`src/rtl/mult_pkg.sv`:
```
// Shared widths and FSM state encoding for the sequential 4x4 multiplier.
package mult_pkg;
   localparam int OP_W    = 4;
   localparam int SLICE_W = 2;
   localparam int PROD_W  = 8;

   typedef enum logic [1:0] {
      S_IDLE  = 2'd0,
      S_STEP0 = 2'd1,
      S_STEP1 = 2'd2,
      S_DONE  = 2'd3
   } state_t;
endpackage

```
`src/rtl/mux_2bit.sv`:
```
// Two-input, 2-bit wide selector: s=0 picks in_1, s=1 picks in_2.
module mux_2bit (
   input  logic [1:0] in_1,
   input  logic [1:0] in_2,
   input  logic       s,
   output logic [1:0] out
);
   assign out = s ? in_2 : in_1;
endmodule

```
`src/rtl/pp_4x2.sv`:
```
// Combinational 4-bit x 2-bit partial product, 6-bit result (0..45).
module pp_4x2
   import mult_pkg::*;
(
   input  logic [OP_W-1:0]    a,
   input  logic [SLICE_W-1:0] slice,
   output logic [5:0]         pp
);
   logic [5:0] term0;
   logic [5:0] term1;

   assign term0 = slice[0] ? {2'b00, a}       : 6'd0;
   assign term1 = slice[1] ? {1'b0, a, 1'b0}  : 6'd0;
   assign pp    = term0 + term1;
endmodule

```
`src/rtl/mult_seq_4x4.sv`:
```
// Sequential 4x4 unsigned multiplier: two 2-bit multiplier slices, one per cycle,
// accumulated into an 8-bit product presented over a done/ack handshake.
module mult_seq_4x4
   import mult_pkg::*;
(
   input  logic              clk,
   input  logic              rst_n,
   input  logic              start,
   input  logic [OP_W-1:0]   a,
   input  logic [OP_W-1:0]   b,
   input  logic              ack,
   output logic              busy,
   output logic              done,
   output logic [PROD_W-1:0] product
);
   // Handshake: done is high while a result waits; the result is consumed on the
   // edge where ack is sampled high in DONE. start is honoured only in IDLE, or in
   // DONE together with ack (back-to-back); elsewhere start and ack are ignored.

   state_t              state_q, state_d;
   logic [OP_W-1:0]     a_r, b_r;
   logic [PROD_W-1:0]   acc;
   logic                load;
   logic                sel;
   logic [SLICE_W-1:0]  slice;
   logic [5:0]          pp;
   logic [PROD_W-1:0]   pp_ext;
   logic [PROD_W-1:0]   sum_lo;
   logic [PROD_W-1:0]   sum_hi;

   assign sel = (state_q == S_STEP1);

   mux_2bit u_mux (
      .in_1 (b_r[1:0]),
      .in_2 (b_r[3:2]),
      .s    (sel),
      .out  (slice)
   );

   pp_4x2 u_pp (
      .a     (a_r),
      .slice (slice),
      .pp    (pp)
   );

   assign pp_ext = {2'b00, pp};
   assign sum_lo = acc + pp_ext;
   // Upper slice carries weight 4; max 45*4 = 180 still fits in 8 bits.
   assign sum_hi = acc + (pp_ext << 2);

   always_comb begin
      state_d = state_q;
      load    = 1'b0;
      case (state_q)
         S_IDLE: begin
            if (start) begin
               load    = 1'b1;
               state_d = S_STEP0;
            end
         end
         S_STEP0: state_d = S_STEP1;
         S_STEP1: state_d = S_DONE;
         S_DONE: begin
            if (ack) begin
               if (start) begin
                  load    = 1'b1;
                  state_d = S_STEP0;
               end else begin
                  state_d = S_IDLE;
               end
            end
         end
         default: state_d = S_IDLE;
      endcase
   end

   always_ff @(posedge clk) begin
      if (!rst_n) begin
         state_q <= S_IDLE;
         a_r     <= '0;
         b_r     <= '0;
         acc     <= '0;
         product <= '0;
      end else begin
         state_q <= state_d;
         if (load) begin
            a_r <= a;
            b_r <= b;
            acc <= '0;
         end else if (state_q == S_STEP0) begin
            acc <= sum_lo;
         end else if (state_q == S_STEP1) begin
            acc     <= sum_hi;
            product <= sum_hi;
         end
      end
   end

   assign busy = (state_q == S_STEP0) || (state_q == S_STEP1);
   assign done = (state_q == S_DONE);
endmodule
```
`config.mk`:
```
export PLATFORM = sky130hd
export DESIGN_NAME = mult_seq_4x4
export DESIGN_NICKNAME = d
export VERILOG_FILES = /design/src/rtl/mult_pkg.sv /design/src/rtl/mux_2bit.sv /design/src/rtl/pp_4x2.sv /design/src/rtl/mult_seq_4x4.sv
export SDC_FILE = /design/constraint.sdc
export NUM_CORES = 1
export LEC_CHECK = 0
export CORE_MARGIN = 2
export CORE_UTILIZATION = 58
export CTS_CLUSTER_DIAMETER = 40
export CTS_CLUSTER_SIZE = 28
export DETAILED_ROUTE_END_ITERATION = 6
export DONT_BUFFER_PORTS = 1
export PLACE_DENSITY = 0.81
export REMOVE_ABC_BUFFERS = 1
export SYNTH_ARGS = -nofsm -noshare
export SYNTH_HDL_FRONTEND = slang
export SYNTH_SLANG_ARGS = --single-unit
```
`constraint.sdc`:
```
create_clock -name clk -period 7.8 [get_ports clk]
set_clock_uncertainty 0.15 [all_clocks]
set_input_delay 1.17 -clock clk [delete_from_list [all_inputs] [get_ports clk]]
set_output_delay 1.17 -clock clk [all_outputs]
set_load 0.02 [all_outputs]
```
==> flow_summary.json <==
{
  "h-tree-depth": 1,
  "ant_nets": 0,
  "crit_arrival_ps": 4220,
  "timing.hold.ws_ps": 370,
  "critPathTopFamily": "compound AO/OA/AOI/OAI gates",
  "period_needed_ps": 4110,
  "crit_required_ps": 7910,
  "start_util_pct": 61.5,
  "wirelength_met1_um": 1550,
  "ys_seq_area_share_pct": 30.4,
  "p_total_w": 0.000531,
  "n_fill_cell": 235,
  "hold_class": "reg2reg",
  "clock.fmax_mhz": 243,
  "final_max_slew_viol_count": 0,
  "status": "completed",
  "drv_cap": 0,
  "fin_crit_sh_pct": 52.7,
  "ys_seq_elements": 26,
  "peakVddDrop_v": 0.000327,
  "timing.critical_path.buf_inv": 1,
  "cp-start-kind": "flop",
  "met2_length_um": 1770,
  "area_growth_pct": 4.17,
  "initialDrtViolationCount": 53,
  "worst_slack_ps": 3690,
  "clock_power_share_pct": 17.3,
  "clock-sinks": 26,
  "clkTransAtPathRegs_ps": 140,
  "design.core.area_sq_um": 2780,
  "syn_inst": 193,
  "drive_gt1_share_pct": 3.65,
  "slowest_stage": "ha_1",
  "multi_input_area_sq_um": 1120,
  "port_buffers": 0,
  "hold_viol": 0,
  "globalplace.congestion": 0.856,
  "drt_wl_total_um": 3500,
  "grt_usage_pct": 22.2,
  "root_buffer": "clkbuf_4",
  "cpMostUsedCell": "ha_1",
  "layout.nets": 228,
  "crit_path_cell_trace": "inv_1 -> ha_1 -> mux2i_1 -> nor2b_1 -> ha_1 -> a21o_1 -> a21oi_1 -> xnor2_1 -> ha_1 -> o21a_1 -> o31a_1 -> o21ai_0 -> a2111o_1 -> a31oi_1",
  "num_antenna_cells": 0,
  "yosys_warnings": 0,
  "mostFrequentLayoutCells": "27 x nor2_1, 26 x dfxtp_1, 20 x ha_1, 19 x mux2i_1, 14 x a21oi_1",
  "p_comb_share_pct": 47.1,
  "swShare_pct": 41.7,
  "top_layer": "met4",
  "cts_tree": "yes",
  "switchingPower_w": 0.000221,
  "routedWlPerCell_um": 15.7,
  "antenna_found_initial": 0,
  "grt_pass1_vias": 1334,
  "worstSkewPairLatency_ps": 320,
  "hold_buffers": 0,
  "die_height_um": 58.3,
  "dp_slack_ps": 3780,
  "first_pass_iters": 4,
  "rows": 19,
  "finalSetupViolCount": 0,
  "post_cts_buffers": 0,
  "drc": 0,
  "p_per_area_nw_per_um2": 298,
  "grt_pass1_wl_um": 5830,
  "tightestPinTransition_ps": 676,
  "vias": 1320,
  "cpPeakStageDelay_ps": 580,
  "cts_made_buffers": 3,
  "pin_count": 22,
  "end_kind": "flop",
  "ctsResizeCount": 0,
  "p_leak_nw": 0.739,
  "grt_overflow": 0,
  "clockBufferDepth": 2,
  "worstSetupPathType": "reg2reg",
  "avgSynthCellArea_sq_um": 8.87,
  "synth_top_flop_cell": "dfxtp_1",
  "grt_max_degree": 18,
  "die_x_um": 58.3,
  "regArea_sq_um": 520,
  "power_frac_seq_pct": 35.6,
  "max_slew_margin_pct": 54.9,
  "syn_area_sq_um": 1710,
  "async_reset_ff_share_pct": 0,
  "fin_setup_tns_ps": 0,
  "rsz0062_at_grt": "no",
  "ys_types": 35,
  "rrSetupSlack_ps": 3690,
  "synth-edff-count": 0,
  "cp_max_fo": 12,
  "vias_per_cell": 5.92,
  "die-area_sq_um": 3400,
  "route.met3.wl_um": 138,
  "dp_hpwl_um": 2770,
  "final_common_cell": "nor2_1",
  "intPower_w": 0.000309
}
[metrics by stage]
| step | area (sq um) | util, % | std cells |
|---|---|---|---|
| finish | 1780 | 64.1 | 223 |
| global route | 1780 | 64.1 | 223 |
| CTS | 1780 | 64.1 | 223 |
| detailed placement | 1730 | 62.2 | 219 |
| global placement | 1730 | 62.2 | 219 |
| floorplan | 1680 | - | 187 |
[logic make-up after synthesis]
logic type | Yosys count | synth area share [%]
adder cells (fa/ha/maj) | 23 | 18.1
multiplexers | 20 | 11.8
flip-flops | 26 | 30.4
buffers and inverters | 17 | 4.02
AND/OR/NAND/NOR | 52 | 14.6
AO/OA/AOI/OAI | 48 | 17.5
XOR/XNOR | 7 | 3.58
[final cells by class]
cell class | instances | area share, %
clock inverters | 1 | 1.68
repair buffers | 1 | 0.421
inverters | 11 | 2.32
flip-flops and latches | 26 | 29.2
well taps | 31 | 2.18
multi-input cells | 150 | 62.9
clock buffers | 3 | 1.26
[Yosys cell counts (all sizes together) (2+ instances only)]
cell type / n / area share [%]
nor2b: 11 / 4.0
a21o: 4 / 1.8
nor3: 4 / 1.2
buf: 3 / 0.95
nand2b: 2 / 0.73
nand2: 3 / 0.66
a21oi: 14 / 4.1
a211oi: 8 / 3.5
dfxtp: 26 / 30
mux2i: 19 / 11
fa: 3 / 3.5
clkinv: 2 / 0.44
inv: 9 / 2.0
clkbuf: 3 / 0.66
a31oi: 2 / 0.73
xnor2: 6 / 3.1
nand3: 2 / 0.58
o21ai: 12 / 3.5
ha: 20 / 15
nor2: 27 / 5.9
[final timing paths]
path / from / to / cells after the start
setup / recovery: state_q[0]$_SDFFE_PN0P_ / acc[6]$_SDFFE_PP0P_ / 14
hold / removal: acc[4]$_SDFFE_PP0P_ / acc[4]$_SDFFE_PP0P_ / 2
setup reg to reg: state_q[0]$_SDFFE_PN0P_ / acc[6]$_SDFFE_PP0P_ / 14
hold reg to reg: acc[4]$_SDFFE_PP0P_ / acc[4]$_SDFFE_PP0P_ / 2
[state kept, by name, summed over array words and instances (netlist names)]
signal   cells
product      8
state_q      2
acc          8
a_r          4
b_r          4
[routing by layer]
metal  vias up  GRT usage [%]
met5         -              0
li1        683              -
met3         6           2.64
met4         0           7.31
met1       603           28.1
met2        28           39.2
[worst min-delay path, stage by stage (launching register included)]
cell     delay [ps]
dfxtp_1         360
nor2_1           90
nor3_1           50
[power groups by stage]
stage / clock network (W) / logic [W] / registers, W
2_1_floorplan: 0 / 0.000200 / 0.000185
3_3_place_gp: 0 / 0.000238 / 0.000190
3_5_place_dp: 0 / 0.000247 / 0.000193
4_1_cts: 0.0000928 / 0.000249 / 0.000190
5_1_grt: 0.0000987 / 0.000277 / 0.000193
6_report: 0.0000919 / 0.000250 / 0.000189
(Power assumes the default switching activity.)
